## src/rtl/register_7_loader_pkg.sv

```systemverilog
// register_7_loader_pkg: shared states and constants for the 7-bit serial loader
package reg7_loader_pkg;
  typedef enum logic [1:0] {IDLE, SHIFT, PARITY, COMMIT} state_t;
  localparam int REG7_WIDTH = 7;
  localparam int REG7_TIMEOUT = 15;
endpackage

```

## src/rtl/register_7_loader_if.sv

```systemverilog
// register_7_loader_if: serial bit stream in, parallel word and strobes out
interface register_7_loader_if import reg7_loader_pkg::*; #(
  parameter int WIDTH = REG7_WIDTH
);
  logic start, bit_valid, bit_in, bit_ready, write_ctrl, busy, err;
  logic [WIDTH-1:0] data_out;
  modport master (output start, bit_valid, bit_in, input bit_ready, data_out, write_ctrl, busy, err);
  modport slave (input start, bit_valid, bit_in, output bit_ready, data_out, write_ctrl, busy, err);
endinterface

```

## src/rtl/register_7_loader_timeout_counter.sv

```systemverilog
// timeout_counter: saturating idle counter, expired while the count equals TIMEOUT
module timeout_counter #(
  parameter int TIMEOUT = 15
) (
  input  logic clk,
  input  logic clr_n,
  input  logic clr,
  input  logic inc,
  output logic expired
);
  logic [7:0] count;
  assign expired = count == 8'(TIMEOUT);
  always_ff @(posedge clk or negedge clr_n)
    if (!clr_n) count <= '0;
    else if (clr) count <= '0;
    else if (inc && !expired) count <= count + 8'd1;
endmodule

```

## src/rtl/register_7_loader.sv

```systemverilog
// register_7_loader: LSB-first serial-to-parallel loader for the 7-bit register stage
// REG7_LOADER_PARITY_EN adds a trailing even-parity bit checked before commit
module register_7_loader import reg7_loader_pkg::*; #(
  parameter int WIDTH = REG7_WIDTH,
  parameter int TIMEOUT = REG7_TIMEOUT
) (
  input logic clk,
  input logic clr_n,
  register_7_loader_if.slave bus
);
  localparam int CW = (WIDTH > 1) ? $clog2(WIDTH) : 1;
`ifdef REG7_LOADER_PARITY_EN
  localparam state_t AFTER_DATA = PARITY;
`else
  localparam state_t AFTER_DATA = COMMIT;
`endif
  state_t state, state_nxt;
  logic [CW-1:0] cnt, cnt_nxt;
  logic [WIDTH-1:0] sr, sr_nxt;
  logic in_frame, restart, accept, last, expired, abort;
  assign in_frame = state == SHIFT || state == PARITY;
  assign bus.bit_ready = in_frame;
  assign bus.busy = state != IDLE;
  assign restart = state == SHIFT && bus.start;
  assign accept = in_frame && bus.bit_valid && !restart;
  assign last = cnt == CW'(WIDTH - 1);
  timeout_counter #(.TIMEOUT(TIMEOUT)) u_timeout (
    .clk(clk),
    .clr_n(clr_n),
    .clr(!in_frame || accept || restart),
    .inc(in_frame),
    .expired(expired)
  );
  // start during SHIFT outranks a same-cycle bit; an accept outranks expiry
  always_comb begin
    state_nxt = state;
    cnt_nxt = cnt;
    sr_nxt = sr;
    abort = 1'b0;
    unique case (state)
      IDLE: begin
        cnt_nxt = '0;
        sr_nxt = '0;
        state_nxt = bus.start ? SHIFT : IDLE;
      end
      SHIFT:
        if (restart) begin
          cnt_nxt = '0;
          sr_nxt = '0;
        end else if (accept) begin
          sr_nxt[cnt] = bus.bit_in;
          cnt_nxt = last ? '0 : cnt + CW'(1);
          state_nxt = last ? AFTER_DATA : SHIFT;
        end else if (expired) begin
          state_nxt = IDLE;
          abort = 1'b1;
        end
`ifdef REG7_LOADER_PARITY_EN
      PARITY:
        if (accept) begin
          state_nxt = (bus.bit_in == ^sr) ? COMMIT : IDLE;
          abort = bus.bit_in != ^sr;
        end else if (expired) begin
          state_nxt = IDLE;
          abort = 1'b1;
        end
`endif
      default: state_nxt = IDLE;
    endcase
  end
  always_ff @(posedge clk or negedge clr_n)
    if (!clr_n) begin
      state <= IDLE;
      cnt <= '0;
      sr <= '0;
      bus.data_out <= '0;
      bus.write_ctrl <= 1'b0;
      bus.err <= 1'b0;
    end else begin
      state <= state_nxt;
      cnt <= cnt_nxt;
      sr <= sr_nxt;
      bus.write_ctrl <= state_nxt == COMMIT;
      bus.err <= abort;
      if (state_nxt == COMMIT) bus.data_out <= sr_nxt;
    end
endmodule

```

## src/flat_wrapper.sv

```systemverilog
// flat-port wrapper written by rule: the top's interface ports become plain ports
module register_7_loader_flat import reg7_loader_pkg::*;
#(
  parameter int WIDTH = REG7_WIDTH,
  parameter int TIMEOUT = REG7_TIMEOUT
)
  (clk, clr_n, bus_start, bus_bit_valid, bus_bit_in, bus_bit_ready, bus_data_out, bus_write_ctrl, bus_busy, bus_err);
  register_7_loader_if #(.WIDTH(WIDTH)) bus_i ();
  input logic clk;
  input logic clr_n;
  input wire logic [$bits(bus_i.start)-1:0] bus_start;
  input wire logic [$bits(bus_i.bit_valid)-1:0] bus_bit_valid;
  input wire logic [$bits(bus_i.bit_in)-1:0] bus_bit_in;
  output wire logic [$bits(bus_i.bit_ready)-1:0] bus_bit_ready;
  output wire logic [$bits(bus_i.data_out)-1:0] bus_data_out;
  output wire logic [$bits(bus_i.write_ctrl)-1:0] bus_write_ctrl;
  output wire logic [$bits(bus_i.busy)-1:0] bus_busy;
  output wire logic [$bits(bus_i.err)-1:0] bus_err;
  assign bus_i.start = bus_start;
  assign bus_i.bit_valid = bus_bit_valid;
  assign bus_i.bit_in = bus_bit_in;
  assign bus_bit_ready = bus_i.bit_ready;
  assign bus_data_out = bus_i.data_out;
  assign bus_write_ctrl = bus_i.write_ctrl;
  assign bus_busy = bus_i.busy;
  assign bus_err = bus_i.err;
  register_7_loader #(.WIDTH(WIDTH), .TIMEOUT(TIMEOUT)) u_core (.clk(clk), .clr_n(clr_n), .bus(bus_i));
endmodule
```

## config.mk

```make
export PLATFORM = sky130hd
export DESIGN_NAME = register_7_loader_flat
export DESIGN_NICKNAME = d
export VERILOG_FILES = /design/src/rtl/register_7_loader_pkg.sv /design/src/rtl/register_7_loader_if.sv /design/src/rtl/register_7_loader_timeout_counter.sv /design/src/rtl/register_7_loader.sv /design/src/flat_wrapper.sv
export SDC_FILE = /design/constraint.sdc
export NUM_CORES = 1
export LEC_CHECK = 0
export BUFFER_PORTS_ARGS = -buffer_cell sky130_fd_sc_hd__buf_4
export CORE_ASPECT_RATIO = 1.4
export CORE_UTILIZATION = 61
export CTS_CLUSTER_DIAMETER = 80
export DETAILED_ROUTE_END_ITERATION = 12
export PLACE_DENSITY = 0.85
export SLEW_MARGIN = 20
export SYNTH_ARGS = -nofsm -noshare
export SYNTH_HDL_FRONTEND = slang
export SYNTH_SLANG_ARGS = --single-unit
```

## constraint.sdc

```tcl
create_clock -name clk -period 5.9 [get_ports clk]
set_input_delay 1.77 -clock clk [delete_from_list [all_inputs] [get_ports clk]]
set_output_delay 1.77 -clock clk [all_outputs]
set_load 0.01 [all_outputs]
```

==> results of run 1 <==
-- sequential cells by signal, summed over array words and instances, names as in the netlist --
name / count
u_core.bus.write_ctrl: 1
u_core.u_timeout.count: 8
u_core.cnt: 3
u_core.bus.err: 1
u_core.state: 2
u_core.sr: 7
u_core.bus.data_out: 7
-- cells in the final DEF (no fill, tap or decap), types with 2 or more instances in the layout --
master / synthesis / routed
dfrtp_1: 29 / 29
buf_4: 0 / 15
nand2_1: 10 / 10
o21ai_0: 9 / 9
a21oi_1: 8 / 8
nor2_1: 8 / 8
inv_1: 6 / 6
mux2_2: 6 / 6
clkbuf_4: 0 / 5
o211ai_1: 4 / 4
nand3_1: 4 / 4
nand2b_1: 3 / 3
and3_1: 3 / 3
or2_2: 3 / 3
o311ai_0: 3 / 3
nor3_1: 3 / 3
xor2_1: 3 / 3
ha_1: 3 / 3
nor2b_1: 2 / 2
nand4_1: 2 / 2
mux2i_1: 2 / 2
and4_1: 2 / 2
a211oi_1: 2 / 2
clkinv_2: 0 / 2
-- stage by stage --
step / hold slack, ps / utilization, % / instances / cell area, um2
after floorplan: 475.7 / - / 132 / 1420
final: 514.8 / 73.79 / 175 / 1607
after CTS: 513.8 / 73.79 / 175 / 1607
after global placement: 478.4 / 71.26 / 167 / 1551
after global routing: 517.5 / 73.79 / 175 / 1607
after detailed placement: 489.1 / 71.26 / 167 / 1551
-- power groups by stage --
| stage | Combinational [mW] | Clock [mW] | Sequential [mW] |
|---|---|---|---|
| finish | 0.142 | 0.115 | 0.230 |
| floorplan | 0.104 | 0 | 0.224 |
| global placement | 0.137 | 0 | 0.232 |
| CTS | 0.141 | 0.120 | 0.230 |
| detailed placement | 0.141 | 0 | 0.234 |
| global route | 0.156 | 0.125 | 0.233 |
-- layout make-up --
type / instances / area [um2]
Clock inverter: 3 / 17.52
Fill cell: 172 / 570.5
Inverter: 6 / 22.52
Multi-Input combinational cell: 95 / 663.1
Timing Repair Buffer: 15 / 112.6
Tap cell: 22 / 27.53
Clock buffer: 5 / 37.54
Sequential cell: 29 / 725.7
-- path summary, 6_finish.rpt --
check,end,startpoint,depth (start not counted)
worst min register to register,u_core.bus.data_out[2],u_core.bus.data_out[2],1
worst min-delay path,u_core.bus.data_out[2],u_core.bus.data_out[2],1
min in group asynchronous,u_core.u_timeout.count[5],clr_n,1
worst max-delay path,bus_bit_ready,u_core.state[0],3
worst max register to register,u_core.bus.data_out[1],u_core.state[0],6
max in group asynchronous,u_core.sr[3],clr_n,1
-- cell families (layout without fill, tap and decap cells) --
group                    count (synthesis)  after routing  share of synthesized area [%]
AO/OA/AOI/OAI                           34             34                          16.65
multiplexers                             9              9                          6.960
flip-flops                              29             29                          51.10
buffers and inverters                    8             29                          2.202
XOR/XNOR                                 4              4                          2.467
adder cells (fa/ha/maj)                  3              3                          2.643
AND/OR/NAND/NOR                         45             45                          17.97
-- per-layer routing --
metal,vias to the layer above,track usage (%)
met5,-,0
met4,0,13.84
met3,8,8.232
met2,22,45.89
met1,520,28.98
li1,528,-
==> run metrics, run 1 <==
wire length per cell roughly 16 um; sequential share of power 47.1%; vias per inst roughly 6; flops & latches, synth 29; CTS root buf clkbuf_4; Setup crit end kind primary output; total CTS buffers 5; vias about 1,100; crit path max-delay cell type dfrtp_1; status finished, final reports clean; RD Place Congestion 0.9347; Net Sw Frac a little under two fifths; Post-Synthesis Cells ~130; DRC 0; relative slew slack roughly 67%; synth cell count leaders dfrtp_1, nand2_1, o21ai_0, a21oi_1, nor2_1; highest metal used met4; CP Class reg2out; first-pass GRT wire length between 4 and 5 mm; CP bufs+invs 2; layout cells sized above 1 between 20% and 30%; CP Max Fanout 8; DR WL met3 112 um; Initial Util between 60% and 70%; M1 WL between 1 and 1.5 mm; crit-path cells inv_1 > ha_1 > buf_4; Total Die Area ~0.0025 mm2; largest area contributor in the netlist dfrtp_1; top cell type's share of synthesized area between 50% and 60%; most used standard cell by instance count after synthesis dfrtp_1; area delta synth->final 13.13%; grt ovf 0; RSZ-0062 raised after global routing no; top_reg_cell synth dfrtp_1; fraction of registers with async set/reset 100.0%; dominant cells by area after synthesis dfrtp_1, mux2_2, o21ai_0; final wirelength between 2 and 3 mm; # H-tree levels 2; internal power about 0.3 mW; power density cells 303.5 mW/mm2; Worst-Skew Late Latency between 300 and 400 ps; Synth Warn # 0; Psw 0.1818 mW; post-layout power between 0.4 and 0.5 mW; io pins 16; final setup fails 0; number of synthesized flops with an enable pin 0; gr usage total between 20% and 30%; Worst setup SP type flip-flop; CP Data Arrival Time roughly 1400 ps; share of the clock period used by the worst path 53.05%; Period minus WS final roughly 3100 ps; Comb power frac between 20% and 30%; Clk pwr share 23.7%; Clock transition at path regs roughly 90 ps; CTS resizes 0; synthesized net count 140; hold_buf cts 0; antenna-violating nets left 0; final setup margin ~2800 ps; post-synthesis cell type count 38; internal reg-to-reg setup slack roughly 3800 ps; initial antenna violation count 0; CP delay by family, top flip-flops; Syn Area/Cell 10.76 um2; die width 42.78 um; die height about 59 um; routed wl met2 roughly 1.5 mm; TritonCTS clock tree yes; P_leak around 0.77 nW; largest net degree at the start of global routing 30; Num Clock Sinks 29; setup_tns 0 ps; min-delay worst type reg2reg; row count 20; Place WS 2716 ps; Antenna Cells 0; Critical Path RT 4130 ps; 1st-pass router iterations 4; hpwl dp 2.107 mm; Post-Syn Area approximately 0.0014 mm2; First DRT Iteration DRCs 34; max_cap viols 0; largest incremental delay on the critical path around 400 ps; worst-case clock buffer depth 2; Least-Margin Pin Slew roughly 480 ps; Core Box Area roughly 0.0022 mm2; Final Hold Fails 0; Final #Nets 160; post-CTS setup buffers 0; maximum vdd drop 0.2476 mV; vias in the first global route between 1,000 and 1,500; fmax approximately 320 MHz; max-slew violations 0; register area share after synthesis 51.10%; clk_skew about 19 ps; port bufs 15
Power figures use the tool's default switching activity.
==> run 2: changes to the inputs <==
--- a/config.mk
+++ b/config.mk
@@ -7,10 +7,10 @@
 export LEC_CHECK = 0
 export BUFFER_PORTS_ARGS = -buffer_cell sky130_fd_sc_hd__buf_4
 export CORE_ASPECT_RATIO = 1.4
-export CORE_UTILIZATION = 61
+export CORE_UTILIZATION = 51
 export CTS_CLUSTER_DIAMETER = 80
 export DETAILED_ROUTE_END_ITERATION = 12
-export PLACE_DENSITY = 0.85
+export PLACE_DENSITY = 0.76
 export SLEW_MARGIN = 20
 export SYNTH_ARGS = -nofsm -noshare
 export SYNTH_HDL_FRONTEND = slang
==> constraint.sdc (replaced) <==
create_clock -name clk -period 2.6 [get_ports clk]
set_input_delay 0.78 -clock clk [delete_from_list [all_inputs] [get_ports clk]]
set_output_delay 0.78 -clock clk [all_outputs]
set_load 0.01 [all_outputs]
==> run 2 against run 1 <==
Effect of this change:
- first-iteration DRC count decreased by 12%
- die area increased by 19%
- clock skew decreased by 12 ps
- power increased by 130%
- worst setup slack got worse by 2300 ps
- highest routed layer unchanged
- register-to-register slack got worse by 3300 ps
- non-clock buffer count unchanged
- critical endpoint is now u_core.bus.data_out[6]
- critical path depth increased by 3
- largest cell class unchanged
==> run metrics, run 2 (synthesis gave the netlist of run 1 again) <==
CTS resizes 0; gr usage total a little under a quarter; Setup crit end kind flip-flop; Filler cells about 240; worst-case clock buffer depth 2; wire length per cell 15.36 um; vias per inst 5.957; share of the clock period used by the worst path 81.96%; Final #Nets between 150 and 200; reg2reg end u_core.bus.data_out[6]; TritonCTS clock tree yes; post-CTS setup buffers 0; layout cells sized above 1 a little under a quarter; area delta synth->final 14.36%; Period minus WS final around 2100 ps; CTS root buf clkbuf_4; crit path max-delay cell type dfrtp_1; clk_skew approximately 7.1 ps; Clk pwr share about 24%; Final Hold Fails 0; vias in the first global route between 1,000 and 1,500; sequential share of power a little under half; RD Place Congestion roughly 0.97; Worst-Skew Late Latency between 300 and 400 ps; maximum vdd drop ~0.38 mV; 1st-pass router iterations 4; grt ovf 0; CP Class reg2reg; biggest regs u_core.u_timeout.count: 8 flops, u_core.bus.data_out: 7 flops, u_core.sr: 7 flops; antenna-violating nets left 0; CP Data Arrival Time around 2300 ps; power density cells 681.3 mW/mm2; row count 22; die height ~64 um; port bufs 15; die width about 47 um; Comb power frac between 20% and 30%; Clock transition at path regs 90 ps; CP bufs+invs 1; hpwl dp 2.159 mm; Worst setup SP type flip-flop; io pins 16; worst hold slack ~360 ps; max_cap viols 0; FF-to-FF path depth 6; largest incremental delay on the critical path approximately 400 ps; final setup fails 0; initial antenna violation count 0; Initial Util between 50 and 60%; max FFs per register 8; internal reg-to-reg setup slack approximately 470 ps; Least-Margin Pin Slew 438.9 ps; relative slew slack a little over two thirds; setup_tns 0 ps; Largest Register u_core.u_timeout.count; Critical Path RT around 2800 ps; reg2reg start u_core.state[0]; hold_buf cts 0; Core Box Area about 0.0026 mm2; Net Sw Frac 34.97%; min-delay worst type in2async; crit-path cells inv_1 > ha_1 > and4b_1 > a31o_2 > o22ai_4 > mux2_2; Psw 0.3869 mW; Antenna Cells 0; most frequent cells in the layout dfrtp_1, buf_4, nand2_1; vias 1,120; Num Clock Sinks 29; CP Max Fanout 8; DRC 0; status finished, final reports clean; First DRT Iteration DRCs 30; # H-tree levels 2; max-slew violations 0; P_leak 0.7696 nW; Total Die Area between 0.003 and 0.004 mm2; CP delay by family, top compound AO/OA/AOI/OAI gates; final wirelength 2.887 mm; internal power slightly above 0.7 mW; fmax ~470 MHz; most common cell after layout, fill and taps aside dfrtp_1; total CTS buffers 5; RSZ-0062 raised after global routing no; first-pass GRT wire length a little under 5 mm; largest net degree at the start of global routing 30
## run 2: cell types whose count changed in the layout (fill, tap and decap cells not counted)
cell | before | now
clkinv_2 | 2 | 0
clkbuf_1 | 0 | 1
clkbuf_8 | 0 | 1
clkinvlp_4 | 1 | 0
## run 2: worst max path at each step
stage / startpoint / to / slack, ps / cells past startpoint
2_1_floorplan: u_core.state[0] / u_core.bus.data_out[0] / 610 / 6
3_3_place_gp: bus_bit_valid / u_core.bus.data_out[1] / 460 / 5
3_5_place_dp: bus_bit_valid / u_core.bus.data_out[2] / 410 / 5
4_1_cts: u_core.state[0] / u_core.bus.data_out[2] / 480 / 6
5_1_grt: u_core.state[1] / u_core.bus.data_out[0] / 280 / 6
6_report: u_core.state[0] / u_core.bus.data_out[6] / 470 / 6
## run 2: metal layers
layer	global-route usage [%]	part of all wire, %	vias up
li1	-	-	521
met1	28.46	40	551
met2	36.46	51	39
met3	7.799	5.6	9
met4	10.29	3.2	0
met5	0	0	-
## run 2: worst reg2reg max path, cell delays in order, from the launching register on
cell and delay, ps:
dfrtp_1 400, inv_1 60, ha_1 390, and4b_1 260, a31o_2 270, o22ai_4 270
mux2_2 380
## run 2: layout make-up
type,count,area (um2),area share [%]
tap,36,45.04,2.773
clock buffer,7,55.05,3.390
inverter,6,22.52,1.387
timing repair buffer,15,112.6,6.934
multi-input combinational,95,663.1,40.83
sequential,29,725.7,44.68
## run 2: power by group through the flow
stage	Sequential (mW)	Clock [mW]	Combinational, mW
2_1_floorplan	0.509	0	0.236
3_3_place_gp	0.527	0	0.305
3_5_place_dp	0.531	0	0.310
4_1_cts	0.522	0.272	0.313
5_1_grt	0.529	0.298	0.354
6_report	0.523	0.267	0.316
## run 2: through the flow
step                      utilization, %  setup slack, ps  total power, mW  instance area [um2]  std cells
final                              61.46            469.0            1.106                 1624        188
after global routing               61.46            282.1            1.181                 1624        188
after CTS                          61.46            476.9            1.107                 1624        188
after detailed placement           59.38            413.6           0.8413                 1569        181
after global placement             59.38            461.6           0.8322                 1569        181
after floorplan                        -            609.0           0.7447                 1420        132
==> run 3: changes to the inputs <==
==> constraint.sdc (replaced) <==
create_clock -name clk -period 1.9 [get_ports clk]
set_input_delay 0.57 -clock clk [delete_from_list [all_inputs] [get_ports clk]]
set_output_delay 0.57 -clock clk [all_outputs]
set_load 0.01 [all_outputs]
==> run 3 against run 2 <==
Effect of this change:
- critical path type unchanged
- via count up 9.2%
- die area unchanged
- worst hold slack worse by 230 ps
- sequential cell count did not move
- clock-buffer cell count did not move
- highest routed layer unchanged
- the flow now finishes with violations (negative setup slack)
- critical endpoint is now u_core.bus.data_out[1]
- register-to-register slack lost 520 ps
- cell area increased by 19%
- sequential power rose by 34%
- first-iteration DRC count increased by 17%
==> run metrics, run 3 (synthesis gave the netlist of run 1 again) <==
Comb power frac between 30% and 40%; P_leak 0.9448 nW; first-pass GRT wire length ~5.3 mm; io pins 16; Critical Path RT roughly 2100 ps; Initial Util 53.74%; max_cap viols 0; Worst-Skew Late Latency approximately 330 ps; max-slew violations 0; vias 1,223; relative slew slack 74.55%; Num Clock Sinks 29; vias per inst around 5.7; Period minus WS final 1953 ps; CTS root buf clkbuf_4; final setup fails 8; Total Die Area approximately 0.003 mm2; status finished with violations; final non-filler cell total about 220; Antenna Cells 0; internal power between 1 and 1.5 mW; final setup margin -52.98 ps; TritonCTS clock tree yes; Clk pwr share a little over a quarter; Final Hold Fails 0; First DRT Iteration DRCs 35; CP Max Fanout 8; gr usage total around 25%; DRC 0; most common cell after layout, fill and taps aside buf_4; grt ovf 0; Least-Margin Pin Slew ~380 ps; Net Sw Frac approximately a third; dpl cells ~200; total CTS buffers 5; most frequent cells in the layout buf_4, dfrtp_1, nand2_1; max FFs per register 8; Worst setup SP type flip-flop; largest net degree at the start of global routing 30; 1st-pass router iterations 4; biggest regs u_core.u_timeout.count: 8 flops, u_core.bus.data_out: 7 flops, u_core.sr: 7 flops; Core Box Area approximately 0.0026 mm2; wire length per cell roughly 16 um; hpwl dp between 2 and 2.5 mm; vias in the first global route about 1,200; fmax approximately 510 MHz; initial antenna violation count 0; sequential share of power a little over a third; power density cells between 1000 and 1500 mW/mm2; die height roughly 64 um; clk_skew just under 10 ps; Psw between 0.6 and 0.7 mW; min-delay worst type in2async; failing checks negative setup slack; Largest Register u_core.u_timeout.count; share of the clock period used by the worst path 102.8%; final wirelength about 3.5 mm; Clock transition at path regs approximately 100 ps; worst hold slack between 100 and 150 ps; maximum vdd drop roughly 0.82 mV; die width 46.60 um; Filler cells ~200; antenna-violating nets left 0; RD Place Congestion between 0.8 and 0.9; layout cells sized above 1 between 40% and 50%; port bufs 15; # H-tree levels 2; CP Class reg2reg; worst-case clock buffer depth 2; Final #Nets between 150 and 200; area delta synth->final 36.56%; row count 22; RSZ-0062 raised after global routing yes; CP Data Arrival Time about 2200 ps; Setup crit end kind flip-flop
-- run 3: changes by cell type in the layout (fill, tap and decap cells not counted), moves of 3 or more --
cell | before | now
o21ai_1 | 0 | 6
buf_4 | 15 | 40
o21ai_0 | 9 | 3
mux2_4 | 0 | 7
o311ai_0 | 3 | 0
o311ai_1 | 0 | 3
mux2_2 | 6 | 0
-- run 3: path summary, 6_finish.rpt --
| check | startpoint | endpoint | slack (ps) | cells after the start |
|---|---|---|---|---|
| min | clr_n | u_core.u_timeout.count[6] | 130 | 1 |
| min in group clk | u_core.bus.data_out[2] | u_core.bus.data_out[2] | 520 | 1 |
| max reg2reg | u_core.state[0] | u_core.bus.data_out[1] | -50 | 7 |
| max | u_core.state[0] | u_core.bus.data_out[1] | -50 | 7 |
| min reg2reg | u_core.bus.data_out[2] | u_core.bus.data_out[2] | 520 | 1 |
| max in group asynchronous | clr_n | u_core.sr[6] | 1490 | 1 |
-- run 3: cell type report --
cell class | instances | area [um2] | area share (%)
Clock buffer | 7 | 55.05 | 2.839
Clock inverter | 1 | 30.03 | 1.548
Inverter | 6 | 22.52 | 1.161
Multi-Input combinational cell | 95 | 740.7 | 38.19
Sequential cell | 29 | 725.7 | 37.42
Tap cell | 36 | 45.04 | 2.323
Timing Repair Buffer | 41 | 320.3 | 16.52
-- run 3: per-layer routing --
layer  up-vias  part of all wire [%]  routed length (um)  track usage, %
li1        577                     -                   -               -
met1       610                    39                1347           27.19
met2        27                    55                1908           42.19
met3         9                   3.3                 113           6.964
met4         0                   2.4                  84           12.50
met5         -                     0                   0               0
-- run 3: worst max-delay path: stages (launching register included) --
cell,delay [ps]
dfrtp_1,450
inv_2,70
ha_4,230
and4b_1,220
a31o_2,280
o22ai_4,120
buf_12,160
mux2_4,300
-- run 3: power groups by stage --
stage	logic [mW]	clock network [mW]	registers (mW)
2_1_floorplan	0.328	0	0.696
3_3_place_gp	0.566	0	0.700
3_5_place_dp	0.585	0	0.707
4_1_cts	0.648	0.540	0.694
5_1_grt	0.793	0.567	0.706
6_report	0.735	0.527	0.701
-- run 3: through the flow --
step	util, %	cell area [um2]	setup TNS (ps)	power (mW)	setup WS (ps)
final	73.39	1939	-343.5	1.963	-52.98
after global routing	73.39	1939	-683.1	2.066	-98.42
after CTS	70.50	1863	0	1.882	18.92
after detailed placement	64.30	1699	-381.4	1.292	-63.38
after global placement	64.30	1699	-0.1522	1.266	-0.1522
after floorplan	-	1423	-28.11	1.025	-4.685
-- run 3: repair_timing --
| action | CTS | global route |
|---|---|---|
| pin swaps | 1 | 8 |
| setup buffers | 5 | 4 |
| hold endpoints to repair | 0 | 0 |
| endpoints found under the setup margin | 8 | 8 |
| hold buffers | 0 | 0 |
| resized for setup | 9 | 18 |
